--- src/rtl/seq_mul_32.sv ---
// Iterative 32x32->64 MULT/MULTU unit for the EX stage. It uses one cla_32 adder
// for operand magnitudes, 32 shift-add iterations and a two-pass result negate.

module cla_32 (
    input  logic [31:0] a,
    input  logic [31:0] b,
    input  logic        c_in,
    output logic [31:0] sum,
    output logic        g_out,
    output logic        p_out
);

    logic [31:0] g_s;
    logic [31:0] p_s;

    assign g_s = a & b;
    assign p_s = a ^ b;

    // Bit sums plus group generate/propagate, so carry-out = g_out | (p_out & c_in)
    always_comb begin : add_blk
        logic c_v;
        logic gg_v;
        logic pp_v;
        c_v   = c_in;
        gg_v  = 1'b0;
        pp_v  = 1'b1;
        sum   = 32'd0;
        for (int i = 0; i < 32; i++) begin
            sum[i] = p_s[i] ^ c_v;
            c_v    = g_s[i] | (p_s[i] & c_v);
            gg_v   = g_s[i] | (p_s[i] & gg_v);
            pp_v   = pp_v & p_s[i];
        end
        g_out = gg_v;
        p_out = pp_v;
    end

endmodule

module seq_mul_32 #(
    parameter int WIDTH = 32,
    parameter int CNT_W = 5
) (
    input  logic        clk,
    input  logic        rst,
    input  logic        start,
    input  logic        is_signed,
    input  logic        flush,
    input  logic [31:0] a,
    input  logic [31:0] b,
    output logic [31:0] hi,
    output logic [31:0] lo,
    output logic        done,
    output logic        stall
);

    typedef enum logic [2:0] {
        IDLE   = 3'd0,
        ABS_A  = 3'd1,
        ABS_B  = 3'd2,
        MUL    = 3'd3,
        NEG_LO = 3'd4,
        NEG_HI = 3'd5,
        DONE   = 3'd6
    } state_t;

    state_t             state_r;
    state_t             state_next_s;
    logic [WIDTH-1:0]   a_r;
    logic [WIDTH-1:0]   b_r;
    logic               sgn_r;
    logic [WIDTH-1:0]   mcand_r;
    logic [WIDTH-1:0]   mplr_r;
    logic [WIDTH-1:0]   acc_r;
    logic [WIDTH-1:0]   lo_tmp_r;
    logic               neg_r;
    logic               c_r;
    logic [CNT_W-1:0]   cnt_r;
    logic [WIDTH-1:0]   hi_r;
    logic [WIDTH-1:0]   lo_r;
    logic               done_r;

    logic [WIDTH-1:0]   cla_a_s;
    logic [WIDTH-1:0]   cla_b_s;
    logic               cla_cin_s;
    logic [WIDTH-1:0]   cla_sum_s;
    logic               cla_g_s;
    logic               cla_p_s;
    logic               idle_or_done_s;
    logic               busy_s;
    logic               accept_s;
    logic               neg_a_s;
    logic               neg_b_s;

    cla_32 u_cla (
        .a     (cla_a_s),
        .b     (cla_b_s),
        .c_in  (cla_cin_s),
        .sum   (cla_sum_s),
        .g_out (cla_g_s),
        .p_out (cla_p_s)
    );

    assign idle_or_done_s = (state_r == IDLE) || (state_r == DONE);
    assign busy_s         = (state_r == ABS_A) || (state_r == ABS_B) || (state_r == MUL) ||
                            (state_r == NEG_LO) || (state_r == NEG_HI);
    assign accept_s       = idle_or_done_s && start && !flush;
    assign neg_a_s        = sgn_r & a_r[WIDTH-1];
    assign neg_b_s        = sgn_r & b_r[WIDTH-1];

    assign stall = (start & idle_or_done_s) | busy_s;
    assign hi    = hi_r;
    assign lo    = lo_r;
    assign done  = done_r;

    // State register
    always_ff @(posedge clk) begin
        if (rst) begin
            state_r <= IDLE;
        end else begin
            state_r <= state_next_s;
        end
    end

    // Next-state logic; flush aborts any busy state straight to IDLE
    always_comb begin
        state_next_s = state_r;
        case (state_r)
            IDLE, DONE: state_next_s = accept_s ? ABS_A : IDLE;
            ABS_A:      state_next_s = flush ? IDLE : ABS_B;
            ABS_B:      state_next_s = flush ? IDLE : MUL;
            MUL: begin
                if (flush) begin
                    state_next_s = IDLE;
                end else if (cnt_r == {CNT_W{1'b1}}) begin
                    state_next_s = NEG_LO;
                end else begin
                    state_next_s = MUL;
                end
            end
            NEG_LO:     state_next_s = flush ? IDLE : NEG_HI;
            NEG_HI:     state_next_s = flush ? IDLE : DONE;
            default:    state_next_s = IDLE;
        endcase
    end

    // Adder operand selection for each phase of the operation
    always_comb begin
        cla_a_s   = {WIDTH{1'b0}};
        cla_b_s   = {WIDTH{1'b0}};
        cla_cin_s = 1'b0;
        case (state_r)
            ABS_A: begin
                cla_a_s   = neg_a_s ? ~a_r : a_r;
                cla_cin_s = neg_a_s;
            end
            ABS_B: begin
                cla_a_s   = neg_b_s ? ~b_r : b_r;
                cla_cin_s = neg_b_s;
            end
            MUL: begin
                cla_a_s = acc_r;
                cla_b_s = mplr_r[0] ? mcand_r : {WIDTH{1'b0}};
            end
            NEG_LO: begin
                cla_a_s   = neg_r ? ~mplr_r : mplr_r;
                cla_cin_s = neg_r;
            end
            NEG_HI: begin
                cla_a_s   = neg_r ? ~acc_r : acc_r;
                cla_cin_s = neg_r & c_r;
            end
            default: begin
                cla_a_s   = {WIDTH{1'b0}};
                cla_b_s   = {WIDTH{1'b0}};
                cla_cin_s = 1'b0;
            end
        endcase
    end

    // Datapath: operand capture, shift-add iterations and result commit
    always_ff @(posedge clk) begin
        if (rst) begin
            a_r      <= {WIDTH{1'b0}};
            b_r      <= {WIDTH{1'b0}};
            sgn_r    <= 1'b0;
            mcand_r  <= {WIDTH{1'b0}};
            mplr_r   <= {WIDTH{1'b0}};
            acc_r    <= {WIDTH{1'b0}};
            lo_tmp_r <= {WIDTH{1'b0}};
            neg_r    <= 1'b0;
            c_r      <= 1'b0;
            cnt_r    <= {CNT_W{1'b0}};
            hi_r     <= {WIDTH{1'b0}};
            lo_r     <= {WIDTH{1'b0}};
            done_r   <= 1'b0;
        end else begin
            done_r <= (state_next_s == DONE);
            case (state_r)
                IDLE, DONE: begin
                    if (accept_s) begin
                        a_r   <= a;
                        b_r   <= b;
                        sgn_r <= is_signed;
                        acc_r <= {WIDTH{1'b0}};
                        cnt_r <= {CNT_W{1'b0}};
                    end
                end
                ABS_A: mcand_r <= cla_sum_s;
                ABS_B: begin
                    mplr_r <= cla_sum_s;
                    neg_r  <= sgn_r & (a_r[WIDTH-1] ^ b_r[WIDTH-1]);
                end
                MUL: begin
                    // 65-bit {carry, sum, mplr} shifted right by one into {acc, mplr}
                    acc_r  <= {cla_g_s, cla_sum_s[WIDTH-1:1]};
                    mplr_r <= {cla_sum_s[0], mplr_r[WIDTH-1:1]};
                    cnt_r  <= cnt_r + {{(CNT_W-1){1'b0}}, 1'b1};
                end
                NEG_LO: begin
                    lo_tmp_r <= cla_sum_s;
                    c_r      <= cla_g_s | cla_p_s;
                end
                NEG_HI: begin
                    if (!flush) begin
                        hi_r <= cla_sum_s;
                        lo_r <= lo_tmp_r;
                    end
                end
                default: begin
                    cnt_r <= {CNT_W{1'b0}};
                end
            endcase
        end
    end

endmodule
--- config.mk ---
export PLATFORM = sky130hd
export DESIGN_NAME = seq_mul_32
export DESIGN_NICKNAME = d
export VERILOG_FILES = /design/src/rtl/seq_mul_32.sv
export SDC_FILE = /design/constraint.sdc
export NUM_CORES = 1
export LEC_CHECK = 0
export ABC_AREA = 1
export CORE_UTILIZATION = 64
export CTS_BUF_LIST = sky130_fd_sc_hd__clkbuf_8
export CTS_CLUSTER_SIZE = 28
export DETAILED_ROUTE_END_ITERATION = 10
export GPL_ROUTABILITY_DRIVEN = 0
export PLACE_DENSITY_LB_ADDON = 0.05
export SKIP_LAST_GASP = 1
export SLEW_MARGIN = 20
export SYNTH_ARGS = -nofsm -noshare
export SYNTH_HDL_FRONTEND = slang
export SYNTH_SLANG_ARGS = --single-unit
--- constraint.sdc ---
create_clock -name clk -period 27.5 [get_ports clk]
set_clock_uncertainty 0.05 [all_clocks]
set_input_delay 4.125 -clock clk [delete_from_list [all_inputs] [get_ports clk]]
set_output_delay 4.125 -clock clk [all_outputs]
set_load 0.02 [all_outputs]
==> impl_metrics.env <==
export IMPL_ant_nets=0
export IMPL_final_cell_mix="nor2_1, nand2_1, dfxtp_1"
export IMPL_worstReg2RegEnd="mplr_r[30]"
export IMPL_worst_slew_pin_slew_ns=1.06
export IMPL_die_h_um=147
export IMPL_grt_antenna_before_repair=0
export IMPL_first_pass_iters=6
export IMPL_cts_htree_levels=2
export IMPL_p_per_area_nw_per_um2=52.8
export IMPL_die_w_um=147
export IMPL_setup_viol=0
export IMPL_ios=135
export IMPL_viasPerCell=5.70
export IMPL_synthArstFlopShare_pct=0
export IMPL_leakage_uw=0.00618
export IMPL_required_ns=27.86
export IMPL_n_antenna_cell=0
export IMPL_synth_cell_types=35
export IMPL_cap_violations=0
export IMPL_coreArea_um2=20400
export IMPL_max_slew_margin_rel_pct=29.5
export IMPL_drtIter0Drc=1215
export IMPL_hold_violations=0
export IMPL_r2r_start="state_r[1]"
export IMPL_drv_slew=0
export IMPL_hold_path_class="register to register"
export IMPL_drc=0
export IMPL_critPathMostFrequentCell="fa_1"
export IMPL_port_buffers=134
export IMPL_period_minus_slack_ns=18.11
export IMPL_crit_type="register to register"
export IMPL_fmax_mhz=55.2
export IMPL_finalCritPeriodShare_pct=65.8
export IMPL_reg2reg_slack_ns=9.39
export IMPL_end_kind="register"
export IMPL_synth_top_area_share_pct=39.7
export IMPL_rsz0062_at_grt="false"
export IMPL_syn_area_um2=13500
export IMPL_slowest_delay_ns=0.70
export IMPL_synth_area_leader_cell="dfxtp_1"
export IMPL_hold_start="cnt_r[4]"
export IMPL_ys_seq_area_share_pct=39.7
export IMPL_vias=13000
export IMPL_clock_sinks=268
export IMPL_wirelength_um=35300
export IMPL_synthCells=1914
export IMPL_status="complete, no violations"
export IMPL_final_setup_tns_ns=0
export IMPL_area_delta_synth_final_pct=17.0
export IMPL_ys_ff_latch=268
export IMPL_dp_hpwl_um=23000
export IMPL_cts_buffer_depth=3
export IMPL_final_common_cell="nor2_1"
export IMPL_setup_worst_path_start_class="register"
export IMPL_cts_tree="done"
export IMPL_fin_nets=2110
export IMPL_cts_hold_buffers=0
export IMPL_instances_no_fill=2279
export IMPL_utilization_pct=77.3
export IMPL_cts_root_buf="clkbuf_8"
export IMPL_overflow=0
export IMPL_post_cts_setup_buffers=0
export IMPL_dp_cells=2200
export IMPL_grt_pass1_wl_um=58100
export IMPL_synth_main_ff_cell="dfxtp_1"
export IMPL_drive_above_1_share_pct=6.12
export IMPL_wire_per_inst_um=15.5
export IMPL_synth_nets=2048
export IMPL_cts_clk_slew_worst_paths_ns=0.06
export IMPL_synth_edf_count=0
export IMPL_rows=52
export IMPL_grt_max_degree=111
export IMPL_cts_resized=0
export IMPL_numCtsBuffers=43
export IMPL_critical_path_slowest_cell="inv_1"
export IMPL_reg2reg_depth=41
export IMPL_hold_path_depth=2
export IMPL_clk_latency_ns=0.56
export IMPL_die_area_um2=21700
export IMPL_grt_pass1_vias=11700
export IMPL_synth_area_top_cells="dfxtp_1, nor2_1, nand2_1"
export IMPL_grt_total_usage_pct=32.8
export IMPL_min_to="cnt_r[4]"
export IMPL_yosys_warnings=0
export IMPL_initial_utilization_pct=66.1
export IMPL_syn_avg_cell_area_um2=7.05
export IMPL_worst_ep_arrival_time_ns=18.47
export IMPL_critical_path_peak_fanout=29
export IMPL_peakVddDrop_mv=0.0399
export IMPL_nFillCells=1590
-- synth_stat cells (3+ instances only) --
library cell    n
nand2_1       314
o221ai_1       10
fa_1           31
a31oi_1        42
or2_2          18
nor4_1         33
nor3_1          3
nor2_1        323
nor3b_1        31
ha_1           34
nand4_1         4
buf_1           9
o21ai_0       226
clkbuf_1      117
dfxtp_1       268
a211oi_1        3
o22ai_1        32
a221oi_1       11
buf_2           9
inv_1         196
a21oi_1       179
-- final cells by class --
| type | count | area, µm² | area share [%] |
|---|---|---|---|
| timing repair buffer | 153 | 1490 | 9.44 |
| multi-input combinational | 1311 | 6900 | 43.7 |
| inverter | 199 | 749 | 4.74 |
| clock inverter | 21 | 171 | 1.09 |
| tap | 270 | 338 | 2.14 |
| sequential | 268 | 5370 | 34.0 |
| clock buffer | 57 | 785 | 4.97 |
-- worst max-delay path: cells and delay by family, from the launching register on --
family          cells  cell delay (ns)
flops               1             0.37
simple gates        4             0.99
buf+inv             3             1.09
fa+ha+maj          31            14.75
compound gates      3             0.68
-- registers in the layout (all words and copies together) (netlist names), 5 cells and up --
name,cells
acc_r,32
mplr_r,32
lo_tmp_r,32
hi,32
a_r,32
b_r,32
lo,32
cnt_r,5
mcand_r,32
-- metrics by stage --
stage	area (µm²)	setup slack [ns]	hold slack (ns)	power, µW
3_5_place_dp	14800	9.55	0.415	467
6_report	15800	9.39	0.426	833
4_1_cts	15800	9.48	0.424	834
2_1_floorplan	13500	11.18	0.395	445
5_1_grt	15800	8.78	0.444	862
3_3_place_gp	14800	9.76	0.405	465
-- per-layer routing --
layer	wire, µm	vias up	share of wire, %	GRT usage (%)
met2	15100	585	43	48.5
li1	-	6396	-	-
met4	657	0	1.9	8.45
met3	3270	71	9.3	6.65
met1	16200	5947	46	48.6
met5	0	-	0	0
-- worst max path at each step --
| stage | startpoint | end | slack [ns] | depth (start not counted) |
|---|---|---|---|---|
| after detailed placement | state_r[1] | mplr_r[30] | 9.55 | 41 |
| final | state_r[1] | mplr_r[30] | 9.39 | 41 |
| after CTS | state_r[1] | mplr_r[30] | 9.48 | 41 |
| after global placement | state_r[1] | mplr_r[30] | 9.76 | 41 |
| after global routing | state_r[1] | mplr_r[30] | 8.78 | 41 |
| after floorplan | state_r[1] | mplr_r[30] | 11.18 | 44 |
-- power by group --
group / leakage, µW / switching, µW / internal [µW]
Sequential: 0.00217 / 7.24 / 398
Clock: 0.000537 / 159 / 214
Combinational: 0.00347 / 33.7 / 20.7
-- logic make-up after synthesis --
| kind of cell | after synthesis | synth area share, % |
|---|---|---|
| AND/OR/NAND/NOR | 730 | 22.3 |
| AO/OA/AOI/OAI | 512 | 20.5 |
| buffers and inverters | 335 | 9.45 |
| flip-flops | 268 | 39.7 |
| adder cells (fa/ha/maj) | 65 | 7.75 |
| XOR/XNOR | 4 | 0.260 |
Note: power is estimated with default switching activity, not from simulation.
